## src/rtl/ahb_sram_ctrl.sv

```systemverilog
// AHB-Lite slave front-end for a single-port synchronous 32-bit SRAM.
// Reads issue in the address phase; a read behind a write waits one cycle.
module ahb_sram_ctrl #(
    parameter int ADDR_WIDTH = 14
) (
    input  logic                  HCLK,
    input  logic                  HRESET,
    input  logic                  HSEL,
    input  logic [31:0]           HADDR,
    input  logic [1:0]            HTRANS,
    input  logic                  HWRITE,
    input  logic [2:0]            HSIZE,
    input  logic [31:0]           HWDATA,
    input  logic                  HREADY,
    output logic [31:0]           HRDATA,
    output logic                  HREADYOUT,
    output logic                  HRESP,
    output logic                  sram_cs,
    output logic [3:0]            sram_we,
    output logic [ADDR_WIDTH-1:0] sram_addr,
    output logic [31:0]           sram_wdata,
    input  logic [31:0]           sram_rdata
);

    typedef enum logic [2:0] {
        S_IDLE,
        S_WRITE,
        S_READ,
        S_RD_WAIT,
        S_ERR1,
        S_ERR2
    } state_t;

    state_t                r_state;
    state_t                w_next;
    logic [ADDR_WIDTH-1:0] r_addr;
    logic [3:0]            r_lanes;

    logic                  w_can_accept;
    logic                  w_accept;
    logic                  w_illegal;
    logic [3:0]            w_lanes;
    logic [ADDR_WIDTH-1:0] w_haddr;
    logic                  w_unused;

    assign w_haddr  = HADDR[ADDR_WIDTH+1:2];
    assign w_unused = ^{HADDR[31:ADDR_WIDTH+2], HTRANS[0]};

    assign w_illegal = HSIZE[2]
                     | (HSIZE == 3'b011)
                     | ((HSIZE == 3'b001) & HADDR[0])
                     | ((HSIZE == 3'b010) & (HADDR[1:0] != 2'b00));

    // RD_WAIT and ERR1 hold HREADYOUT low, so no address phase completes there
    assign w_can_accept = (r_state == S_IDLE) | (r_state == S_WRITE)
                        | (r_state == S_READ) | (r_state == S_ERR2);

    assign w_accept = HSEL & HTRANS[1] & HREADY & w_can_accept;

    always_comb begin
        w_lanes = 4'b1111;
        case (HSIZE)
            3'b000:  w_lanes = 4'b0001 << HADDR[1:0];
            3'b001:  w_lanes = HADDR[1] ? 4'b1100 : 4'b0011;
            default: w_lanes = 4'b1111;
        endcase
    end

    always_ff @(posedge HCLK) begin
        if (HRESET) begin
            r_state <= S_IDLE;
            r_addr  <= '0;
            r_lanes <= '0;
        end else begin
            r_state <= w_next;
            if (w_accept && !w_illegal) begin
                r_addr  <= w_haddr;
                r_lanes <= w_lanes;
            end
        end
    end

    always_comb begin
        w_next     = S_IDLE;
        HREADYOUT  = 1'b1;
        HRESP      = 1'b0;
        HRDATA     = '0;
        sram_cs    = 1'b0;
        sram_we    = '0;
        sram_addr  = '0;
        sram_wdata = '0;
        if (!HRESET) begin
            case (r_state)
                S_WRITE: begin
                    sram_cs    = 1'b1;
                    sram_we    = r_lanes;
                    sram_addr  = r_addr;
                    sram_wdata = HWDATA;
                end
                S_READ: HRDATA = sram_rdata;
                S_RD_WAIT: begin
                    sram_cs   = 1'b1;
                    sram_addr = r_addr;
                    HREADYOUT = 1'b0;
                end
                S_ERR1: begin
                    HRESP     = 1'b1;
                    HREADYOUT = 1'b0;
                end
                S_ERR2: HRESP = 1'b1;
                default: ;
            endcase

            if (r_state == S_RD_WAIT) begin
                w_next = S_READ;
            end else if (r_state == S_ERR1) begin
                w_next = S_ERR2;
            end else if (w_accept) begin
                if (w_illegal) begin
                    w_next = S_ERR1;
                end else if (HWRITE) begin
                    w_next = S_WRITE;
                end else if (r_state == S_WRITE) begin
                    // port is busy with the write; read is replayed next cycle
                    w_next = S_RD_WAIT;
                end else begin
                    w_next    = S_READ;
                    sram_cs   = 1'b1;
                    sram_addr = w_haddr;
                end
            end
        end
    end

endmodule
```

## config.mk

```make
export PLATFORM = sky130hd
export DESIGN_NAME = ahb_sram_ctrl
export DESIGN_NICKNAME = d
export VERILOG_FILES = /design/src/rtl/ahb_sram_ctrl.sv
export SDC_FILE = /design/constraint.sdc
export NUM_CORES = 1
export LEC_CHECK = 0
export ABC_AREA = 0
export BUFFER_PORTS_ARGS = -buffer_cell sky130_fd_sc_hd__clkbuf_2
export CAP_MARGIN = 15
export CORE_MARGIN = 4
export CORE_UTILIZATION = 33
export DETAILED_ROUTE_END_ITERATION = 16
export PLACE_DENSITY = 0.82
export SLEW_MARGIN = 20
export SYNTH_ARGS = -nofsm -noshare
export SYNTH_HDL_FRONTEND = slang
export SYNTH_SLANG_ARGS = --single-unit
export TNS_END_PERCENT = 30
```

## constraint.sdc

```tcl
create_clock -name HCLK -period 2.1 [get_ports HCLK]
set_input_delay 0.315 -clock HCLK [delete_from_list [all_inputs] [get_ports HCLK]]
set_output_delay 0.315 -clock HCLK [all_outputs]
set_load 0.1 [all_outputs]
```

# --- Word-level counts from Yosys, hierarchy flattened ---
# Index checks and enable logic that the tools add are counted.
totals:
  output_inout_bits: 85
  wordCells: 67
  regBits: 21
op_classes:
  shift: 1
  bitwise: 11
  reduce_logical: 9
  n_eq_ne: 8
  mux: 34
op_table:
  columns: ["operator", "n"]
  rows:
  - ["two-way mux 32 bit", 4]
  - ["two-way mux 14 bit", 8]
  - ["two-way mux 1 bit", 13]
  - ["== test 3 x 2 -> 1 bit (second input constant)", 4]
  - ["two-way mux 4 bit", 3]
  - ["two-way mux 3 bit", 3]
  - ["case mux 4 bit (2 select lines)", 1]
  - ["OR reduction 2 bit", 4]
  - ["== test 3 x 1 -> 1 bit (second input constant)", 2]
  - ["== test 3 bit (second input constant)", 2]
  - ["zero test 3 bit", 2]
  - ["OR 1 bit", 6]
  - ["bitwise AND 1 bit", 5]
  - ["two-way mux 2 bit", 2]
  - ["left shift 1 x 2 -> 4 bit (first input constant)", 1]
  - ["nonzero test 2 bit", 1]
  - ["logical AND 1 bit", 1]
  - ["zero test 1 bit", 1]

# --- Logic depth before layout (Yosys ltp) ---
depth:
  depth_word: 10
  mapped_depth: 6

# --- Worst setup path before layout ---
# OpenSTA, ideal clock, no wires.
synth_timing:
  path_kind: "input -> output"
  start: "input HRESET"
  end: "output HRESP"
  stages: 3
  t_arrival_ps: 2930
  slack_ps: -1145
  required_time_ps: 1785
  path_cell_list: "clkbuf_1 -> clkbuf_1 -> nor3b_1"
synth_between:
  elab_chain_cells: 1
synth_lines:
  columns: ["item", "line_no", "source"]
  rows:
  - ["start, declared", "7", "input logic HRESET,"]
  - ["two-way mux 1 bit", "92", "if (!HRESET) begin"]
  - ["end, declared", "17", "output logic HRESP,"]
# Every way passes these cells.

# --- Worst setup path in the final report ---
layout_timing:
  start: "register r_state[0]"
  end: "output sram_addr[2]"
layout_between:
  elab_chain_cells: 10
  word_cells_on_any_way: 19
layout_lines:
  columns: ["item", "line_no", "source"]
  rows:
  - ["start, declared", "34", "state_t r_state;"]
  - ["start signal, assigned", "75", "r_state <= w_next;"]
  - ["== test 3 x 1 -> 1 bit / == test 3 x 2 -> 1 bit (equally long branches)", null, null]
  - ["OR reduction 2 bit (no source line)", null, null]
  - ["two-way mux 14 bit", "93", "case (r_state)"]
  - ["two-way mux 14 bit", "123", "end else if (r_state == S_WRITE) begin"]
  - ["two-way mux 14 bit", "121", "end else if (HWRITE) begin"]
  - ["two-way mux 14 bit", "119", "if (w_illegal) begin"]
  - ["two-way mux 14 bit", "118", "end else if (w_accept) begin"]
  - ["two-way mux 14 bit", "116", "end else if (r_state == S_ERR1) begin"]
  - ["two-way mux 14 bit (*)", "114", "if (r_state == S_RD_WAIT) begin"]
  - ["two-way mux 14 bit (*)", "92", null]
  - ["end, declared", "20", "output logic [ADDR_WIDTH-1:0] sram_addr,"]
# Mark *: on every way between the ends. The rest lies on a longest branch, timed or not.

==> flow_summary_export.csv <==
group,metric,value,unit
worst_setup_path,crit_fanout,6,
timing,slew_violations,0,
logic_synthesis,synth_largest_area_cell,"and2_1",
worst_setup_path,r2r_start,"r_state[0]",
timing,rsz0062_at_grt,"true",
final_layout,synthToLayoutAreaGrowth,152,%
logic_synthesis,syn_area_per_cell,7.64,um^2
worst_setup_path,crit_buf_inv,1,
die,die_w,77.2,um
logic_synthesis,yosys-top-cells-count,"and2_1 (69), a21oi_1 (21), dfxtp_1 (21), o21ai_0 (16), nand3_1 (15)",
timing,fmax,469,MHz
worst_setup_path,reg2reg_slack,0.30,ns
worst_setup_path,reg2regPathDepth,5,
route,drtIter0Drc,140,
worst_setup_path,critical_path.cell_chain,"mux2i_4 -> nand4_4 -> nor3_4 -> a32o_2 -> buf_12",
route,drtAntennaViolNets,0,
timing,period_share,102,%
final_layout,drive_above_1_share,61.2,%
die,die_h,77.2,um
die,core_area,0.00450,mm^2
placement,dpl.hpwl,6430,um
logic_synthesis,ys_seq_area_share,26.6,%
timing,fin_tns_setup,-0.214,ns
cts,ctsHoldBuffers,0,
final_layout,utilization,88.5,%
status,violations,"setup timing",
placement,gp_congestion,0.844,
route,num_vias,2400,
worst_setup_path,critPathTopFamily,"simple AND/OR/NAND/NOR gates",
global_route,grt_max_degree,37,
min_path,hold_start,"HADDR[13]",
logic_synthesis,synth_area_leaders,"and2_1 (27%), dfxtp_1 (27%), a21oi_1 (6.6%), a22o_1 (6.1%), o21ai_0 (5.1%)",
logic_synthesis,syn-cell-area,0.00158,mm^2
status,outcome,"finished with violations",
cts,htreeDepth,1,
route,vias_per_cell,5.50,
min_path,min_to,"r_addr[11]",
worst_setup_path,critPathLaunchType,"register",
global_route,grt_pass1_wl,12800,um
timing,setup_slack,-0.0331,ns
worst_setup_path,cp-end-kind,"output pin",
power_and_ir_drop,powerDensity,252,mW/mm^2
route,firstDrtPassIters,5,
cts,cts_tree,"built",
logic_synthesis,yosys_most_used_dff,"dfxtp_1",
route,routed_wl,8450,um
route,avgRoutedWirePerCell,19.4,um
placement,dp_cells,426,
worst_setup_path,crit_arrival,1.82,ns
timing,slew_headroom,71.1,%
cts,clockBufferDepth,2,
run,drv_cap,0,
timing,setup_viol,13,
die,ios,191,
cts,cts_sinks,21,
worst_setup_path,slowest_delay,0.40,ns
timing,hold_viol_final,0,
power_and_ir_drop,p_leak,1.79,nW
logic_synthesis,synth_edf_count,0,
power_and_ir_drop,vdd.ir_drop.worst,0.000259,V
placement,numPortBuffers,173,
global_route,antenna_found_initial,0,
final_layout,nets,491,
timing,tightest_slew,0.433,ns
worst_setup_path,cp.required,1.78,ns
final_layout,fin_cells,436,
logic_synthesis,synth_seq_cells,21,
logic_synthesis,async_flop_share,0,%
logic_synthesis,synth_cells,207,
worst_setup_path,critPathKind,"reg -> out",
die,die_area,0.00596,mm^2
timing,finClkSkew,0.0158,ns
min_path,hold_depth,3,
global_route,grt_use_total,26.7,%
logic_synthesis,ys_warn_count,0,
min_path,min_path_type,"in -> reg",
global_route,grt-ovfl-total,0,
cts,cts-root-buf,"clkbuf_8",
logic_synthesis,yosysUniqueCellTypes,30,
die,initial_core_util,35.1,%
logic_synthesis,synth_top_area_share,27.3,%
worst_setup_path,r2r_end,"r_addr[0]",
cts,cts_made_buffers,3,
timing,fin_crit,2.13,ns
logic_synthesis,synthMostInstantiatedCell,"and2_1",
logic_synthesis,syn_nets,313,
die,rows,24,
final_layout,n_antenna_cell,0,
worst_setup_path,crit_path_top_delay_cell,"dfxtp_4",
route,drc_errors,0,
global_route,grt_pass1_vias,2522,
placement,pre_cts_slack,-0.118,ns
cts,clk_pin_slew_worst_paths,0.09,ns
cts,clock_latency,0.27,ns
cell type report:
type,count,area [um^2]
clock buffers,3,41.3
clock inverters,1,5.00
fillers,213,519
inverters,2,7.51
multi-input cells,168,1190
flip-flops and latches,21,429
well taps,52,65.1
repair buffers,189,2250
per-layer routing:
layer	global-route usage, %	part of all wire, %	wire (um)	up-vias
met1	24.2	30	2580	1109
met4	8.90	3.5	300	0
met2	53.8	56	4760	172
li1	-	-	-	1084
met3	9.25	9.6	813	35
met5	0	0	0	-
logic make-up after synthesis:
kind of cell           synth area share (%)
AND/OR/NAND/NOR                        42.0
AO/OA/AOI/OAI                          24.7
flip-flops                             26.6
buffers and inverters                  4.59
multiplexers                           2.14
where the power goes:
part | switching [W] | total [W] | internal (W)
clock network | 0.000139 | 0.000271 | 0.000132
logic | 0.000189 | 0.000322 | 0.000133
registers | 0.00000731 | 0.000411 | 0.000403
registers in the layout, indices dropped and copies added (netlist names):
signal,cells
r_addr,14
r_lanes,4
r_state,3
worst reg2reg max path: stages, from the launching register on:
cell     delay (ns)
dfxtp_4        0.40
mux2i_4        0.27
and4_1         0.50
buf_4          0.26
nand3_1        0.10
a21oi_1        0.18
how the worst max path moves through the flow:
| stage | startpoint | end | depth (start not counted) |
|---|---|---|---|
| floorplan | HRESET | HRDATA[20] | 4 |
| global placement | HSIZE[0] | sram_addr[12] | 6 |
| detailed placement | r_state[0] | sram_addr[9] | 5 |
| CTS | r_state[0] | sram_addr[11] | 5 |
| global route | r_state[0] | sram_addr[5] | 6 |
| finish | r_state[0] | sram_addr[2] | 5 |
placed cells by master (no fill, tap or decap), types with 2 or more instances in the layout:
cell type,synthesis,routed
nand3_1,15,14
clkbuf_8,0,3
and2_1,69,57
nand2_1,4,4
a21oi_1,21,21
and2_2,0,12
nor3_2,3,2
dfxtp_1,21,18
clkbuf_2,0,88
mux2i_1,2,2
dfxtp_4,0,2
o21ai_0,16,16
a311oi_1,2,2
inv_1,2,2
buf_12,0,83
buf_4,0,15
a211oi_1,2,2
nor2_1,5,5
a22o_2,0,7
buf_6,0,3
a22o_4,0,3
a32o_2,0,4
metrics by stage:
step | hold WS (ns) | total power, W | area, um^2
after CTS | 0.296 | 0.000986 | 3930
after detailed placement | 0.473 | 0.000722 | 3820
final | 0.307 | 0.00100 | 3990
after global placement | 0.460 | 0.000711 | 3820
after floorplan | 0.453 | 0.000565 | 1620
after global routing | 0.316 | 0.00104 | 3990
timing repair:
item | 4_1_cts | 5_1_grt
pin swaps | 7 | 3
gates resized for setup | 15 | 7
endpoints found under the setup margin | 15 | 83
cloned | 0 | 1
buffers inserted | 3 | 2
No activity file was read; power rests on OpenSTA's default activity.
